==> src/rtl/int_mem_boot_ctrl_if.sv <==
// CPU instruction/data native buses and both SRAM macro ports, bundled for the boot controller.
// The controller attaches through the slave modport; the CPU/SRAM environment uses master.
interface int_mem_boot_ctrl_if #(
    parameter int DATA_W      = 32,
    parameter int SRAM_ADDR_W = 15
);
    logic                     i_valid;
    logic [31:0]              i_addr;
    logic [DATA_W-1:0]        i_rdata;
    logic                     i_ready;

    logic                     d_valid;
    logic [31:0]              d_addr;
    logic [DATA_W-1:0]        d_wdata;
    logic [DATA_W/8-1:0]      d_wstrb;
    logic [DATA_W-1:0]        d_rdata;
    logic                     d_ready;

    logic                     sram_i_en;
    logic [SRAM_ADDR_W-3:0]   sram_i_addr;
    logic [DATA_W-1:0]        sram_i_wdata;
    logic [DATA_W/8-1:0]      sram_i_wstrb;
    logic [DATA_W-1:0]        sram_i_rdata;

    logic                     sram_d_en;
    logic [SRAM_ADDR_W-3:0]   sram_d_addr;
    logic [DATA_W-1:0]        sram_d_wdata;
    logic [DATA_W/8-1:0]      sram_d_wstrb;
    logic [DATA_W-1:0]        sram_d_rdata;

    modport slave (
        input  i_valid, i_addr,
        output i_rdata, i_ready,
        input  d_valid, d_addr, d_wdata, d_wstrb,
        output d_rdata, d_ready,
        output sram_i_en, sram_i_addr, sram_i_wdata, sram_i_wstrb,
        input  sram_i_rdata,
        output sram_d_en, sram_d_addr, sram_d_wdata, sram_d_wstrb,
        input  sram_d_rdata
    );

    modport master (
        output i_valid, i_addr,
        input  i_rdata, i_ready,
        output d_valid, d_addr, d_wdata, d_wstrb,
        input  d_rdata, d_ready,
        input  sram_i_en, sram_i_addr, sram_i_wdata, sram_i_wstrb,
        output sram_i_rdata,
        input  sram_d_en, sram_d_addr, sram_d_wdata, sram_d_wstrb,
        output sram_d_rdata
    );
endinterface

==> src/rtl/int_mem_boot_ctrl.sv <==
// Internal-memory boot controller: boot FSM with timed CPU resets, firmware load port, boot remap.
// Optional checksum of loaded firmware is enabled by defining INT_MEM_BOOT_CSUM_EN.
module int_mem_boot_ctrl #(
    parameter int DATA_W         = 32,
    parameter int SRAM_ADDR_W    = 15,
    parameter int BOOTROM_ADDR_W = 12,
    parameter int B_BIT          = 31,
    parameter int RST_CYCLES     = 4
) (
    input  logic              clk,
    input  logic              rst,
    output logic              boot_o,
    output logic              cpu_reset_o,
    int_mem_boot_ctrl_if.slave bus
);
    localparam int PTR_W  = SRAM_ADDR_W - 2;
    localparam int STRB_W = DATA_W / 8;
    localparam int CNT_W  = (RST_CYCLES > 1) ? $clog2(RST_CYCLES) : 1;
    localparam int unsigned BOOT_OFFSET = (1 << PTR_W) - (1 << (BOOTROM_ADDR_W - 2));
    localparam logic [PTR_W-1:0] BOOT_OFFSET_W = PTR_W'(BOOT_OFFSET);
    localparam logic [CNT_W-1:0] CNT_LAST      = CNT_W'(RST_CYCLES - 1);

    typedef enum logic [1:0] {
        ST_PRE,
        ST_BOOT,
        ST_HOLD,
        ST_RUN
    } bootState_e;

    bootState_e        state_q, state_d;
    logic [CNT_W-1:0]  cnt_q, cnt_d;
    logic [PTR_W-1:0]  loadPtr_q, loadPtr_d;
    logic              ovf_q, ovf_d;
    logic              iReady_q;
    logic              dReady_q;
    logic              dSramResp_q;
    logic [DATA_W-1:0] regRdata_q, regRdata_d;

    logic              bootActive;
    logic              regAccess;
    logic              regWrite;
    logic              selLoad;
    logic              selCtrl;
    logic              loadWrite;
    logic              loadDrop;
    logic              loadIssue;
    logic              endBoot;
    logic              iIssue;
    logic [PTR_W-1:0]  addrOffset;
    logic [PTR_W-1:0]  iWord;
    logic [PTR_W-1:0]  dWord;
    logic              unused_addrBits;

    // Boot sequencing: reset pulse, bootloader run, second reset pulse, then normal operation.
    always_ff @(posedge clk or posedge rst) begin
        if (rst) begin
            state_q <= ST_PRE;
            cnt_q   <= '0;
        end else begin
            state_q <= state_d;
            cnt_q   <= cnt_d;
        end
    end

    always_comb begin
        state_d     = state_q;
        cnt_d       = cnt_q;
        bootActive  = 1'b0;
        cpu_reset_o = 1'b0;
        unique case (state_q)
            ST_PRE: begin
                bootActive  = 1'b1;
                cpu_reset_o = 1'b1;
                if (cnt_q == CNT_LAST) begin
                    state_d = ST_BOOT;
                    cnt_d   = '0;
                end else begin
                    cnt_d = cnt_q + CNT_W'(1);
                end
            end
            ST_BOOT: begin
                bootActive = 1'b1;
                if (endBoot) begin
                    state_d = ST_HOLD;
                    cnt_d   = '0;
                end
            end
            ST_HOLD: begin
                cpu_reset_o = 1'b1;
                if (cnt_q == CNT_LAST) begin
                    state_d = ST_RUN;
                    cnt_d   = '0;
                end else begin
                    cnt_d = cnt_q + CNT_W'(1);
                end
            end
            ST_RUN: begin
                state_d = ST_RUN;
            end
            default: begin
                state_d = ST_PRE;
                cnt_d   = '0;
            end
        endcase
    end

    assign boot_o = bootActive;

    // Register writes only take effect while the bootloader owns the machine.
    assign regAccess = bus.d_valid & bus.d_addr[B_BIT];
    assign regWrite  = regAccess & (bus.d_wstrb != '0) & (state_q == ST_BOOT);

`ifdef INT_MEM_BOOT_CSUM_EN
    logic              selCsum;
    logic [DATA_W-1:0] csum_q, csum_d;
    logic [DATA_W-1:0] csumMasked;

    assign selCsum = (bus.d_addr[3:2] == 2'd2);
    assign selLoad = ~bus.d_addr[2] & ~selCsum;
    assign selCtrl = bus.d_addr[2];
`else
    assign selLoad = ~bus.d_addr[2];
    assign selCtrl = bus.d_addr[2];
`endif

    assign loadWrite = regWrite & selLoad;
    assign loadDrop  = loadWrite & (loadPtr_q == BOOT_OFFSET_W);
    assign loadIssue = loadWrite & ~loadDrop;
    assign endBoot   = regWrite & selCtrl & bus.d_wdata[0];
    assign iIssue    = bus.i_valid & ~loadIssue;

    // Bootloader lives in the top of SRAM; the modulo wrap comes from the word-address width.
    assign addrOffset = bootActive ? BOOT_OFFSET_W : '0;
    assign iWord      = bus.i_addr[SRAM_ADDR_W-1:2] + addrOffset;
    assign dWord      = bus.d_addr[SRAM_ADDR_W-1:2] + addrOffset;

    always_comb begin
        bus.sram_i_en    = 1'b0;
        bus.sram_i_addr  = iWord;
        bus.sram_i_wdata = '0;
        bus.sram_i_wstrb = '0;
        if (loadIssue) begin
            bus.sram_i_en    = 1'b1;
            bus.sram_i_addr  = loadPtr_q;
            bus.sram_i_wdata = bus.d_wdata;
            bus.sram_i_wstrb = bus.d_wstrb;
        end else if (bus.i_valid) begin
            bus.sram_i_en = 1'b1;
        end
    end

    assign bus.sram_d_en    = bus.d_valid & ~bus.d_addr[B_BIT];
    assign bus.sram_d_addr  = dWord;
    assign bus.sram_d_wdata = bus.d_wdata;
    assign bus.sram_d_wstrb = bus.d_wstrb;

    // Load pointer stops at the bootloader boundary; a dropped write flags overflow.
    always_comb begin
        loadPtr_d = loadPtr_q;
        ovf_d     = ovf_q | loadDrop;
        if (loadIssue) begin
            loadPtr_d = loadPtr_q + PTR_W'(1);
        end
    end

    always_comb begin
        regRdata_d = DATA_W'({ovf_q, bootActive, loadPtr_q});
        if (selLoad) begin
            regRdata_d = DATA_W'(loadPtr_q);
        end
`ifdef INT_MEM_BOOT_CSUM_EN
        if (selCsum) begin
            regRdata_d = csum_q;
        end
`endif
    end

`ifdef INT_MEM_BOOT_CSUM_EN
    always_comb begin
        csumMasked = '0;
        for (int b = 0; b < STRB_W; b++) begin
            if (bus.d_wstrb[b]) begin
                csumMasked[8*b +: 8] = bus.d_wdata[8*b +: 8];
            end
        end
        csum_d = loadIssue ? (csum_q + csumMasked) : csum_q;
    end

    always_ff @(posedge clk or posedge rst) begin
        if (rst) begin
            csum_q <= '0;
        end else begin
            csum_q <= csum_d;
        end
    end
`endif

    // Every accepted request answers exactly one cycle later; reset discards anything in flight.
    always_ff @(posedge clk or posedge rst) begin
        if (rst) begin
            loadPtr_q   <= '0;
            ovf_q       <= 1'b0;
            iReady_q    <= 1'b0;
            dReady_q    <= 1'b0;
            dSramResp_q <= 1'b0;
            regRdata_q  <= '0;
        end else begin
            loadPtr_q   <= loadPtr_d;
            ovf_q       <= ovf_d;
            iReady_q    <= iIssue;
            dReady_q    <= bus.d_valid;
            dSramResp_q <= ~bus.d_addr[B_BIT];
            regRdata_q  <= regRdata_d;
        end
    end

    assign bus.i_rdata = bus.sram_i_rdata;
    assign bus.i_ready = iReady_q;
    assign bus.d_ready = dReady_q;
    assign bus.d_rdata = !dReady_q  ? '0 :
                         dSramResp_q ? bus.sram_d_rdata : regRdata_q;

    assign unused_addrBits = ^{bus.i_addr, bus.d_addr};

endmodule

==> src/flat_wrapper.sv <==
// flat-port wrapper written by rule: the top's interface ports become plain ports
module int_mem_boot_ctrl_flat 
#(
    parameter int DATA_W         = 32,
    parameter int SRAM_ADDR_W    = 15,
    parameter int BOOTROM_ADDR_W = 12,
    parameter int B_BIT          = 31,
    parameter int RST_CYCLES     = 4
)
  (clk, rst, boot_o, cpu_reset_o, bus_i_valid, bus_i_addr, bus_i_rdata, bus_i_ready, bus_d_valid, bus_d_addr, bus_d_wdata, bus_d_wstrb, bus_d_rdata, bus_d_ready, bus_sram_i_en, bus_sram_i_addr, bus_sram_i_wdata, bus_sram_i_wstrb, bus_sram_i_rdata, bus_sram_d_en, bus_sram_d_addr, bus_sram_d_wdata, bus_sram_d_wstrb, bus_sram_d_rdata);
  int_mem_boot_ctrl_if #(.DATA_W(DATA_W), .SRAM_ADDR_W(SRAM_ADDR_W)) bus_i ();
  input  logic clk;
  input  logic rst;
  output logic boot_o;
  output logic cpu_reset_o;
  input wire logic [$bits(bus_i.i_valid)-1:0] bus_i_valid;
  input wire logic [$bits(bus_i.i_addr)-1:0] bus_i_addr;
  output wire logic [$bits(bus_i.i_rdata)-1:0] bus_i_rdata;
  output wire logic [$bits(bus_i.i_ready)-1:0] bus_i_ready;
  input wire logic [$bits(bus_i.d_valid)-1:0] bus_d_valid;
  input wire logic [$bits(bus_i.d_addr)-1:0] bus_d_addr;
  input wire logic [$bits(bus_i.d_wdata)-1:0] bus_d_wdata;
  input wire logic [$bits(bus_i.d_wstrb)-1:0] bus_d_wstrb;
  output wire logic [$bits(bus_i.d_rdata)-1:0] bus_d_rdata;
  output wire logic [$bits(bus_i.d_ready)-1:0] bus_d_ready;
  output wire logic [$bits(bus_i.sram_i_en)-1:0] bus_sram_i_en;
  output wire logic [$bits(bus_i.sram_i_addr)-1:0] bus_sram_i_addr;
  output wire logic [$bits(bus_i.sram_i_wdata)-1:0] bus_sram_i_wdata;
  output wire logic [$bits(bus_i.sram_i_wstrb)-1:0] bus_sram_i_wstrb;
  input wire logic [$bits(bus_i.sram_i_rdata)-1:0] bus_sram_i_rdata;
  output wire logic [$bits(bus_i.sram_d_en)-1:0] bus_sram_d_en;
  output wire logic [$bits(bus_i.sram_d_addr)-1:0] bus_sram_d_addr;
  output wire logic [$bits(bus_i.sram_d_wdata)-1:0] bus_sram_d_wdata;
  output wire logic [$bits(bus_i.sram_d_wstrb)-1:0] bus_sram_d_wstrb;
  input wire logic [$bits(bus_i.sram_d_rdata)-1:0] bus_sram_d_rdata;
  assign bus_i.i_valid = bus_i_valid;
  assign bus_i.i_addr = bus_i_addr;
  assign bus_i_rdata = bus_i.i_rdata;
  assign bus_i_ready = bus_i.i_ready;
  assign bus_i.d_valid = bus_d_valid;
  assign bus_i.d_addr = bus_d_addr;
  assign bus_i.d_wdata = bus_d_wdata;
  assign bus_i.d_wstrb = bus_d_wstrb;
  assign bus_d_rdata = bus_i.d_rdata;
  assign bus_d_ready = bus_i.d_ready;
  assign bus_sram_i_en = bus_i.sram_i_en;
  assign bus_sram_i_addr = bus_i.sram_i_addr;
  assign bus_sram_i_wdata = bus_i.sram_i_wdata;
  assign bus_sram_i_wstrb = bus_i.sram_i_wstrb;
  assign bus_i.sram_i_rdata = bus_sram_i_rdata;
  assign bus_sram_d_en = bus_i.sram_d_en;
  assign bus_sram_d_addr = bus_i.sram_d_addr;
  assign bus_sram_d_wdata = bus_i.sram_d_wdata;
  assign bus_sram_d_wstrb = bus_i.sram_d_wstrb;
  assign bus_i.sram_d_rdata = bus_sram_d_rdata;
  int_mem_boot_ctrl #(.DATA_W(DATA_W), .SRAM_ADDR_W(SRAM_ADDR_W), .BOOTROM_ADDR_W(BOOTROM_ADDR_W), .B_BIT(B_BIT), .RST_CYCLES(RST_CYCLES)) u_core (.clk(clk), .rst(rst), .boot_o(boot_o), .cpu_reset_o(cpu_reset_o), .bus(bus_i));
endmodule
==> config.mk <==
export PLATFORM = sky130hd
export DESIGN_NAME = int_mem_boot_ctrl_flat
export DESIGN_NICKNAME = d
export VERILOG_FILES = /design/src/rtl/int_mem_boot_ctrl_if.sv /design/src/rtl/int_mem_boot_ctrl.sv /design/src/flat_wrapper.sv
export SDC_FILE = /design/constraint.sdc
export NUM_CORES = 1
export LEC_CHECK = 0
export ABC_AREA = 1
export BUFFER_PORTS_ARGS = -buffer_cell sky130_fd_sc_hd__buf_2
export CORE_AREA = 2 2 129 131
export CTS_BUF_LIST = sky130_fd_sc_hd__clkbuf_4 sky130_fd_sc_hd__clkbuf_8
export CTS_CLUSTER_DIAMETER = 30
export DETAILED_ROUTE_END_ITERATION = 10
export DIE_AREA = 0 0 131 133
export PLACE_DENSITY = 0.51
export SLEW_MARGIN = 10
export SYNTH_ARGS = -nofsm -noshare
export SYNTH_HDL_FRONTEND = slang
export SYNTH_SLANG_ARGS = --single-unit
==> constraint.sdc <==
create_clock -name clk -period 1.8 [get_ports clk]
set_input_delay 0.18 -clock clk [delete_from_list [all_inputs] [get_ports clk]]
set_output_delay 0.18 -clock clk [all_outputs]
set_load 0.01 [all_outputs]
==> results.txt <==
* Worst Hold Slack: -2.527 ps
- Top post-synthesis cells by area: sky130_fd_sc_hd__dfrtp_1 (29%), sky130_fd_sc_hd__buf_4 (20%), sky130_fd_sc_hd__nor2_1 (12%)
- Global-route wire length before repair: 16070 microns
- For the worst-skew pair, the clock arrives at the later sink with an insertion delay of 280 ps.
- Number of rows in the core area: 47
- Root buffer cell: sky130_fd_sc_hd__clkbuf_8
- Synthesis produced just under 500 cells.
- The die covers 0.01742 sq mm.
- Status: finished with violations
- Routing usage on met1: 12.22%
- In this run, the number of DRC markers left after iteration 0 of detailed routing was 115.
- Count of nets left with antenna violations after detail routing: 0
* Grt met2 use: 23.46%
- Of the post-synthesis cell area, the dominant cell type holds 28.78%.
* Pwr/cell area: around 420 mW/mm^2
* Fraction of final layout cells with drive strength greater than 1: 44.46%
- Number of storage elements in the synthesis netlist: 36
* Total of endpoints with negative setup slack in the final report: 52
- The longest clock path from root to sink contains 2 buffers.
* Total wire length: 11610 microns
- Final design utilization: a little over a quarter
- Core box area: 0.01617 sq mm
* CTS H-tree lvls: 2
- Unrepaired setup endpoints after global routing: yes
* Filler cell count: 1796
- For met3 alone, demand over resource in global routing was 4.772%.
* Dominant synthesized flop cell: sky130_fd_sc_hd__dfrtp_1
- Via count of the routed design: 3234
* Dominant cell by count in the synthesized netlist: sky130_fd_sc_hd__nor2_1
* Post-Synthesis Net Count: 659
- Initial antenna violation count: 0
* Register clock-pin slew on the reported worst setup and hold paths: 80 ps
- Across the VDD grid, the largest voltage drop is 0.2716 mV.
- Synth-to-Final Area Change: 40.21%
- The final count of pins violating max slew is 0.
* Combined area of the multi-input logic cells: around 0.0013 sq mm
* Path type of the worst min-delay path: primary input to async pin
- R2R depth: 12
- Number of nets in the finished design: 824
* Pre-CTS setup slack: 65.71 ps
- At the worst endpoint, the required time is around 1600 ps.
- Global placement routability congestion: 0.7788
- For this design the static power due to leakage is 2.727 nW.
- The final number of hold-violating endpoints was 2.
- Entering global routing, the biggest net connects 37 pins.
- The worst setup path is captured at a primary output.
- Mean instance size in the synthesized netlist: 6.468 sq um
* Failing checks: negative hold slack, negative setup slack
- Number of antenna diodes: 0
* Category of the worst setup path launch point: flip-flop
- Summed over all layers, the global routing overflow is 0.
* Leading post-synthesis cells by instance count: sky130_fd_sc_hd__nor2_1 (102), sky130_fd_sc_hd__nand2_1 (96), sky130_fd_sc_hd__buf_4 (82)
- Slew HR: 68.15%
- Global routing consumed, over all layers together, 12.19% of the routing resources.
- Final setup skew: around 12 ps
- Placed wire-length estimate: between 9000 and 10000 microns
- After global routing, the most crowded layer is met2.
- Peak fanout along the critical path: 6
- After detailed routing, the number of vias per cell comes to 3.717.
* Highest attainable clock frequency: 0.4958 GHz
- Share of the yosys chip area belonging to registers: 28.78%
- Measured along the x axis, the die boundary spans about 130 microns.
* Vias in the first global route: 2876
- Number of synthesized flops with an enable pin: 0
* Final min period: 2017 ps
- At the pin with the least slew margin, the transition time is between 400 and 500 ps.
- Counting flops with an async set or reset pin after synthesis yields a share of 100.0%.
* Area of the mapped netlist: around 0.0031 sq mm
* Vertical die dimension: 133 microns
* Max-cap violations: 0
- Tcrit/Tclk final: 112.1%
* Cell accounting for the most synthesized area: sky130_fd_sc_hd__dfrtp_1
- Top Ports: 336
- Startpoint-to-endpoint class of the critical path: flip-flop to primary output
- Across the whole layout, storage elements account for 900.9 sq um.
- The tree built by TritonCTS fans out to 36 sinks.
* Number of CTS-inserted buffers: 5
* Starting density of the core: about a fifth
- Buffers placed on the I/O ports in this run total around 220.
- Across all setup checks in the final design, the least slack found is -217.0 ps.
- The Yosys step of the flow raised 0 warnings.
- Count of unique library cells instantiated by Yosys: 25
- Arrival time at the worst endpoint: 1840 ps
- TritonCTS built the clock tree.
- Number of iterations in the first detailed-routing pass: 4
- In the final routed layout, each cell accounts on average for about 13 microns.
- DR DRC count: 0
power by group:
group	total, W	internal [W]	switching (W)
registers	0.000815	0.000813	0.00000241
clock network	0.000618	0.000313	0.000304
logic	0.000401	0.000181	0.000220
total	0.00183	0.00131	0.000527
state kept, by name, indices dropped and copies added (netlist names):
signal / flops
u_core.regRdata_q: 15
u_core.ovf_q: 1
u_core.dSramResp_q: 1
u_core.state_q: 2
u_core.loadPtr_q: 13
u_core.cnt_q: 2
u_core.bus.d_ready: 1
u_core.bus.i_ready: 1
repair_timing:
| item | in CTS | in global routing |
|---|---|---|
| endpoints found under the setup margin | 52 | 52 |
| resized for setup | 20 | 25 |
| setup buffers | 3 | 9 |
| hold buffers | 0 | 0 |
| pin swaps | 4 | 9 |
| cloned | 0 | 1 |
layout by cell type (no fill, tap or decap), types with 2 or more instances in the layout:
master                     count
sky130_fd_sc_hd__xor2_1        6
sky130_fd_sc_hd__buf_8         4
sky130_fd_sc_hd__xnor2_1       3
sky130_fd_sc_hd__nand4_1       5
sky130_fd_sc_hd__nand3_1      26
sky130_fd_sc_hd__buf_4        28
sky130_fd_sc_hd__nand2_2       4
sky130_fd_sc_hd__nand2_1      91
sky130_fd_sc_hd__nor2_2        7
sky130_fd_sc_hd__nor2_1       96
sky130_fd_sc_hd__buf_2       213
sky130_fd_sc_hd__ha_4          3
sky130_fd_sc_hd__ha_1          2
sky130_fd_sc_hd__fa_2          2
sky130_fd_sc_hd__inv_2         3
sky130_fd_sc_hd__dfrtp_1      36
sky130_fd_sc_hd__clkbuf_8      6
sky130_fd_sc_hd__buf_12        2
sky130_fd_sc_hd__nand2_4       2
sky130_fd_sc_hd__inv_1        76
sky130_fd_sc_hd__buf_6         6
sky130_fd_sc_hd__o21ai_0      16
path summary, 6_finish.rpt:
kind	from	to	slack, ps
worst max-delay path	u_core.loadPtr_q[1]	bus_sram_i_addr[8]	-220
worst min-delay path	rst	u_core.loadPtr_q[9]	-3
worst max register to register	u_core.loadPtr_q[1]	u_core.loadPtr_q[11]	10
worst min register to register	u_core.ovf_q	u_core.ovf_q	490
max in group asynchronous	rst	u_core.loadPtr_q[5]	1470
min in group clk	bus_d_valid	u_core.bus.d_ready	40
cells by family (layout without fill, tap and decap cells):
logic type	after synthesis	count (layout)	share of synthesized area [%]
compound gates	19	19	3.237
xor+xnor	10	10	2.798
fa+ha+maj	7	7	3.277
buf+inv	177	343	31.53
flops	36	36	28.78
simple gates	235	235	30.38
critical path, stage by stage (launching register included):
cell and delay, ps:
sky130_fd_sc_hd__dfrtp_1 380, sky130_fd_sc_hd__inv_1 100, sky130_fd_sc_hd__ha_4 150, sky130_fd_sc_hd__nand2_4 40
sky130_fd_sc_hd__nor3_4 190, sky130_fd_sc_hd__nand2_2 110, sky130_fd_sc_hd__nand2_4 120, sky130_fd_sc_hd__buf_12 130
sky130_fd_sc_hd__buf_8 110, sky130_fd_sc_hd__nand2_2 40, sky130_fd_sc_hd__nand2_1 50, sky130_fd_sc_hd__buf_2 130
per-layer routing:
| layer | routed length, microns | vias up |
|---|---|---|
| met5 | 0 | - |
| met4 | 126 | 0 |
| met3 | 1249 | 14 |
| met2 | 6362 | 131 |
| met1 | 3866 | 1415 |
| li1 | - | 1674 |
final cells by class:
| type | count | share of cell area (%) |
|---|---|---|
| clock buffer | 6 | 1.881 |
| clock inverter | 2 | 0.3136 |
| tap | 220 | 6.271 |
| inverter | 81 | 6.984 |
| timing repair buffer | 254 | 33.47 |
| multi-input combinational | 271 | 30.56 |
| sequential | 36 | 20.52 |
stage by stage:
stage,hold WS (ps),power (W),cells,setup TNS (ps),cell area [sq um]
after floorplan,211.4,0.001145,484,0,3131
after global placement,321.3,0.001227,851,0,4031
after detailed placement,329.9,0.001228,851,0,4031
after CTS,5.571,0.001862,862,-6941,4224
after global routing,32.79,0.001952,870,-13180,4389
final,-2.527,0.001834,870,-7364,4389
No activity file was read; power rests on OpenSTA's default activity.
